$ cat config.mk
export PLATFORM = sky130hd
export DESIGN_NAME = pspin_cmd_responder
export DESIGN_NICKNAME = d
export VERILOG_FILES = /design/src/rtl/pspin_cmd_responder.sv
export SDC_FILE = /design/constraint.sdc
export NUM_CORES = 1
export LEC_CHECK = 0
export BUFFER_PORTS_ARGS = -buffer_cell sky130_fd_sc_hd__buf_2
export CAP_MARGIN = 30
export CORE_AREA = 3 3 585 587
export CTS_CLUSTER_DIAMETER = 40
export DETAILED_ROUTE_END_ITERATION = 16
export DIE_AREA = 0 0 588 590
export GPL_TIMING_DRIVEN = 0
export PLACE_DENSITY = 0.36
export SLEW_MARGIN = 20
export SYNTH_ARGS = -nofsm -noshare
export SYNTH_HDL_FRONTEND = slang
export SYNTH_SLANG_ARGS = --single-unit
$ cat constraint.sdc
create_clock -name clk_i -period 6.3 [get_ports clk_i]
set_clock_uncertainty 0.1 [all_clocks]
set_input_delay 0.945 -clock clk_i [delete_from_list [all_inputs] [get_ports clk_i]]
set_output_delay 0.945 -clock clk_i [all_outputs]
set_load 0.01 [all_outputs]
$ cat src/rtl/pspin_cmd_responder.sv
// Cluster-side HPU command endpoint: round-robin intake, tag allocation, single-stage engine
// request register and tagged completion broadcast back to the issuing cores.
module pspin_cmd_responder #(
    parameter int unsigned NUM_HPUS         = 8,
    parameter int unsigned NUM_OUTSTANDING  = 8,
    parameter int unsigned CLUSTER_ID_WIDTH = 16,
    parameter int unsigned CORE_ID_WIDTH    = 16,
    parameter int unsigned LOCAL_ID_WIDTH   = 4,
    parameter int unsigned CMD_DATA_WIDTH   = 128,
    localparam int unsigned ID_W  = CLUSTER_ID_WIDTH + CORE_ID_WIDTH + LOCAL_ID_WIDTH,
    localparam int unsigned TAG_W = $clog2(NUM_OUTSTANDING)
) (
    input  logic                                     clk_i,
    input  logic                                     rst_ni,
    input  logic [NUM_HPUS-1:0]                      cmd_valid_i,
    output logic [NUM_HPUS-1:0]                      cmd_ready_o,
    input  logic [NUM_HPUS-1:0][ID_W-1:0]            cmd_id_i,
    input  logic [NUM_HPUS-1:0][CMD_DATA_WIDTH-1:0]  cmd_data_i,
    output logic                                     eng_req_valid_o,
    input  logic                                     eng_req_ready_i,
    output logic [TAG_W-1:0]                         eng_req_tag_o,
    output logic [CMD_DATA_WIDTH-1:0]                eng_req_data_o,
    input  logic                                     eng_resp_valid_i,
    input  logic [TAG_W-1:0]                         eng_resp_tag_i,
    output logic                                     cmd_resp_valid_o,
    output logic [ID_W-1:0]                          cmd_resp_id_o,
    output logic [TAG_W:0]                           num_outstanding_o,
    output logic                                     idle_o,
    output logic                                     resp_err_o
);

    localparam int unsigned HPU_W = (NUM_HPUS > 1) ? $clog2(NUM_HPUS) : 1;

    logic [NUM_OUTSTANDING-1:0]           busy_q, busy_d;
    logic [NUM_OUTSTANDING-1:0][ID_W-1:0] id_q, id_d;
    logic                                 req_valid_q, req_valid_d;
    logic [TAG_W-1:0]                     req_tag_q, req_tag_d;
    logic [CMD_DATA_WIDTH-1:0]            req_data_q, req_data_d;
    logic [HPU_W-1:0]                     rr_ptr_q, rr_ptr_d;
    logic                                 resp_valid_q, resp_valid_d;
    logic [ID_W-1:0]                      resp_id_q, resp_id_d;
    logic                                 err_q, err_d;

    logic             free_found;
    logic [TAG_W-1:0] free_tag;
    logic             any_valid;
    logic [HPU_W-1:0] grant_idx;
    logic [HPU_W-1:0] arb_idx;
    logic             can_load;
    logic             grant;
    logic [TAG_W:0]   busy_cnt;

    // Lowest-index free tag.
    always_comb begin
        free_found = 1'b0;
        free_tag   = '0;
        for (int unsigned i = 0; i < NUM_OUTSTANDING; i++) begin
            if (!busy_q[i] && !free_found) begin
                free_found = 1'b1;
                free_tag   = TAG_W'(i);
            end
        end
    end

    // Round-robin search starting at rr_ptr_q.
    always_comb begin
        any_valid = 1'b0;
        grant_idx = '0;
        arb_idx   = '0;
        for (int unsigned k = 0; k < NUM_HPUS; k++) begin
            arb_idx = HPU_W'((32'(rr_ptr_q) + k) % NUM_HPUS);
            if (cmd_valid_i[arb_idx] && !any_valid) begin
                any_valid = 1'b1;
                grant_idx = arb_idx;
            end
        end
    end

    assign can_load = !req_valid_q || eng_req_ready_i;
    assign grant    = any_valid && free_found && can_load;

    always_comb begin
        cmd_ready_o = '0;
        if (grant) begin
            cmd_ready_o[grant_idx] = 1'b1;
        end
    end

    always_comb begin
        busy_d       = busy_q;
        id_d         = id_q;
        req_valid_d  = req_valid_q;
        req_tag_d    = req_tag_q;
        req_data_d   = req_data_q;
        rr_ptr_d     = rr_ptr_q;
        resp_valid_d = 1'b0;
        resp_id_d    = resp_id_q;
        err_d        = err_q;

        if (req_valid_q && eng_req_ready_i) begin
            req_valid_d = 1'b0;
        end

        if (grant) begin
            busy_d[free_tag] = 1'b1;
            id_d[free_tag]   = cmd_id_i[grant_idx];
            req_valid_d      = 1'b1;
            req_tag_d        = free_tag;
            req_data_d       = cmd_data_i[grant_idx];
            rr_ptr_d         = (32'(grant_idx) == NUM_HPUS - 1) ? '0 : grant_idx + 1'b1;
        end

        // The freed tag cannot collide with this cycle's allocation: it is still busy here.
        if (eng_resp_valid_i) begin
            if (busy_q[eng_resp_tag_i]) begin
                busy_d[eng_resp_tag_i] = 1'b0;
                resp_valid_d           = 1'b1;
                resp_id_d              = id_q[eng_resp_tag_i];
            end else begin
                err_d = 1'b1;
            end
        end
    end

    always_ff @(posedge clk_i or negedge rst_ni) begin
        if (!rst_ni) begin
            busy_q       <= '0;
            id_q         <= '0;
            req_valid_q  <= 1'b0;
            req_tag_q    <= '0;
            req_data_q   <= '0;
            rr_ptr_q     <= '0;
            resp_valid_q <= 1'b0;
            resp_id_q    <= '0;
            err_q        <= 1'b0;
        end else begin
            busy_q       <= busy_d;
            id_q         <= id_d;
            req_valid_q  <= req_valid_d;
            req_tag_q    <= req_tag_d;
            req_data_q   <= req_data_d;
            rr_ptr_q     <= rr_ptr_d;
            resp_valid_q <= resp_valid_d;
            resp_id_q    <= resp_id_d;
            err_q        <= err_d;
        end
    end

    always_comb begin
        busy_cnt = '0;
        for (int unsigned i = 0; i < NUM_OUTSTANDING; i++) begin
            busy_cnt = busy_cnt + (TAG_W+1)'(busy_q[i]);
        end
    end

    assign eng_req_valid_o   = req_valid_q;
    assign eng_req_tag_o     = req_tag_q;
    assign eng_req_data_o    = req_data_q;
    assign cmd_resp_valid_o  = resp_valid_q;
    assign cmd_resp_id_o     = resp_id_q;
    assign num_outstanding_o = busy_cnt;
    assign idle_o            = (busy_q == '0) && !req_valid_q;
    assign resp_err_o        = err_q;

endmodule

==> metrics.yaml <==
logic_synthesis:
  ys_ff_latch: 469
  yosys.cell_types.count: 72
  ys_seq_area_share_pct: 35.1
  yosys_warnings: 0
  synth_top_flop_cell: "dfrtp_1"
  netlist_area_um2: 33400
  syn_nets: 5083
  async_flop_share_pct: 100
  synth-edff-count: 0
  syn_avg_cell_area_um2: 8.93
  synth_cells: 3743
place:
  hpwlAfterDp_um: 391000
  dp_cells: 9837
  numPortBuffers: 1509
  dpl_worst_slack_ns: -1.40
  globalplace.congestion: 1.05
critical_path:
  slowest_delay_ns: 0.61
  r2r_cells: 17
  cp_cell_sequence: "buf_6 -> clkinvlp_4 -> ha_4 -> buf_4 -> mux2i_1 -> mux4_2 -> a32o_2 -> a41oi_1 -> mux2i_1 -> nor2_4 -> inv_1 -> buf_2 -> buf_2 -> clkbuf_1 -> nand2_1 -> a22o_1 -> o22ai_1"
  worstPathMaxFanout: 10
  r2r_slack_ns: 0.19
  cp_slowest_cell: "buf_2"
  startpoint: "rr_ptr_q[1]"
  cp_data_arrival_time_ns: 6.70
  rr_endpoint: "eng_req_data_o[56]"
  reg2reg_from: "rr_ptr_q[1]"
  critPathRequiredTime_ns: 6.88
  critical_path_class: "flop to flop"
  end_kind: "flop"
  start_kind: "flop"
floorplanning:
  ios: 1510
  dieWidth_um: 588
  die_height_um: 590
  placement_rows: 213
  start_util_pct: 9.92
  dieArea_um2: 347000
  core_area_um2: 337000
final_layout:
  final_common_cell: "buf_2"
  final_util_pct: 16.1
  stdcell_count: 10600
  area_growth_pct: 62.7
  nNetsFinal: 6826
  drive_gt1_share_pct: 41.0
  final_cell_mix: "1614 x buf_2, 468 x dfrtp_1, 344 x nand2_1, 342 x nor2_1, 286 x mux2i_1"
timing:
  fin_ws_ns: 0.189
  timing.final.crit_share_pct: 97.0
  drv_slew: 0
  setup_tns_ns: 0
  fmax_mhz: 164
  worst_pin_slew_ns: 1.06
  hold_violations: 0
  relSlewSlack_pct: 29.2
  fin_crit_ns: 6.11
  setup_violations: 0
drt:
  antenna_left: 0
  drt_first_pass_iters: 5
  drt-initial-drc-count: 4884
  wl_per_cell_um: 42.7
  vias: 46200
  avgViaCountPerCell: 4.38
  routed_wl_um: 451000
  drc: 0
grt:
  grt_pass1_wl_um: 549000
  grt_usage_pct: 24.8
  grt_max_degree: 93
  antenna_found_initial: 464
  grt_pass1_vias: 44500
  grt-ovfl-total: 0
worst_hold_path:
  hp-class: "input pin to flop"
  hp-start: "eng_resp_valid_i"
  hold_depth: 2
  hold_end: "resp_err_o"
clock_tree:
  clockBufferDepth: 4
  cts-root-buf: "clkbuf_16"
  clk_pin_slew_ns: 0.05
  cts_buffers: 143
  h-tree-depth: 4
  cts_tree: "built"
  clock-sinks: 469
  clk_latency_ns: 0.79
job:
  drv_cap: 0
outcome:
  outcome: "complete, no violations"
==> timing repair <==
item / CTS / global route
setup endpoints to repair: 156 / 19
resized for setup: 77 / 4
pin swaps: 7 / 2
hold buffers: 1 / 0
hold endpoints to repair: 29 / 0
setup buffers: 16 / 2
==> how the worst max path moves through the flow <==
stage / endpoint / depth (start not counted)
floorplan: cmd_ready_o[0] / 14
global placement: eng_req_data_o[24] / 1
detailed placement: cmd_ready_o[0] / 17
CTS: cmd_ready_o[0] / 18
global route: cmd_ready_o[6] / 18
finish: eng_req_data_o[56] / 17
==> through the flow <==
step                      hold slack, ns  cell area (µm²)
after detailed placement           0.349            47800
after global routing               0.261            53900
after floorplan                    0.393            33400
after CTS                          0.221            53200
after global placement             0.342            46600
final                              0.298            54400
==> cells in the mapped netlist, drive strengths merged, types with 23 or more instances <==
master / n / area (µm²)
a21oi: 233 / 1170
o2111a: 23 / 259
and3: 123 / 769
o221a: 87 / 980
mux2: 46 / 574
mux2i: 298 / 3000
a22oi: 102 / 766
nor2: 348 / 1320
o22ai: 64 / 400
and2: 39 / 246
a32o: 37 / 370
a221oi: 289 / 3070
a211oi: 83 / 628
nand2: 348 / 1310
nand3: 196 / 981
clkbuf: 275 / 1030
dfrtp: 469 / 11700
a31oi: 39 / 244
o21ai: 137 / 686
a21o: 37 / 278
nor4: 40 / 280
buf: 165 / 853
a22o: 101 / 885
a32oi: 24 / 210
==> worst max-delay path: cells and delay by family, from the launching register on <==
kind / cells / cell delay [ns]
flip-flops: 1 / 0.41
AO/OA/AOI/OAI: 4 / 1.19
adder cells (fa/ha/maj): 1 / 0.31
buffers and inverters: 7 / 2.41
multiplexers: 3 / 0.96
AND/OR/NAND/NOR: 2 / 0.58
==> registers in the layout, indices dropped and copies added (netlist names) <==
| signal | cells |
|---|---|
| busy_q | 8 |
| rr_ptr_q | 3 |
| resp_err_o | 1 |
| eng_req_data_o | 128 |
| id_q | 288 |
| cmd_resp_valid_o | 1 |
| eng_req_tag_o | 3 |
| cmd_resp_id_o | 36 |
| eng_req_valid_o | 1 |
==> cell families (layout without fill, tap and decap cells) <==
family                     count (synthesis)  count (layout)  synth area share (%)
other                                      0             462                     0
buffers and inverters                    460            2308                  5.87
DFF                                      469             469                  35.1
xor gates and xnor gates                   7               7                 0.183
muxes                                    356             356                  11.5
AOI/OAI and AO/OA                       1304            1304                  31.1
adders and majority gates                 13              13                 0.576
and+or+nand+nor                         1134            1134                  15.6
==> per-layer routing <==
| layer | global-route usage, % | vias up | routed length (µm) |
|---|---|---|---|
| met5 | 0 | - | 1240 |
| met4 | 12.4 | 192 | 25900 |
| met3 | 7.23 | 982 | 36400 |
| met2 | 41.5 | 3105 | 213000 |
| met1 | 28.8 | 23400 | 175000 |
| li1 | - | 18600 | - |
==> cell type report <==
cell class	instances	area, µm²
clock inverters	51	828
multi-input cells	2814	19900
inverters	20	78.8
fillers	38700	282000
flip-flops and latches	469	11700
clock buffers	199	4140
repair buffers	1599	8700
plain buffers	439	2130
well taps	4515	5650
diodes	462	1160
Power is left out: the tool's default activity adds up to more than one toggle a clock period on the data nets, which glitch-free logic cannot reach.
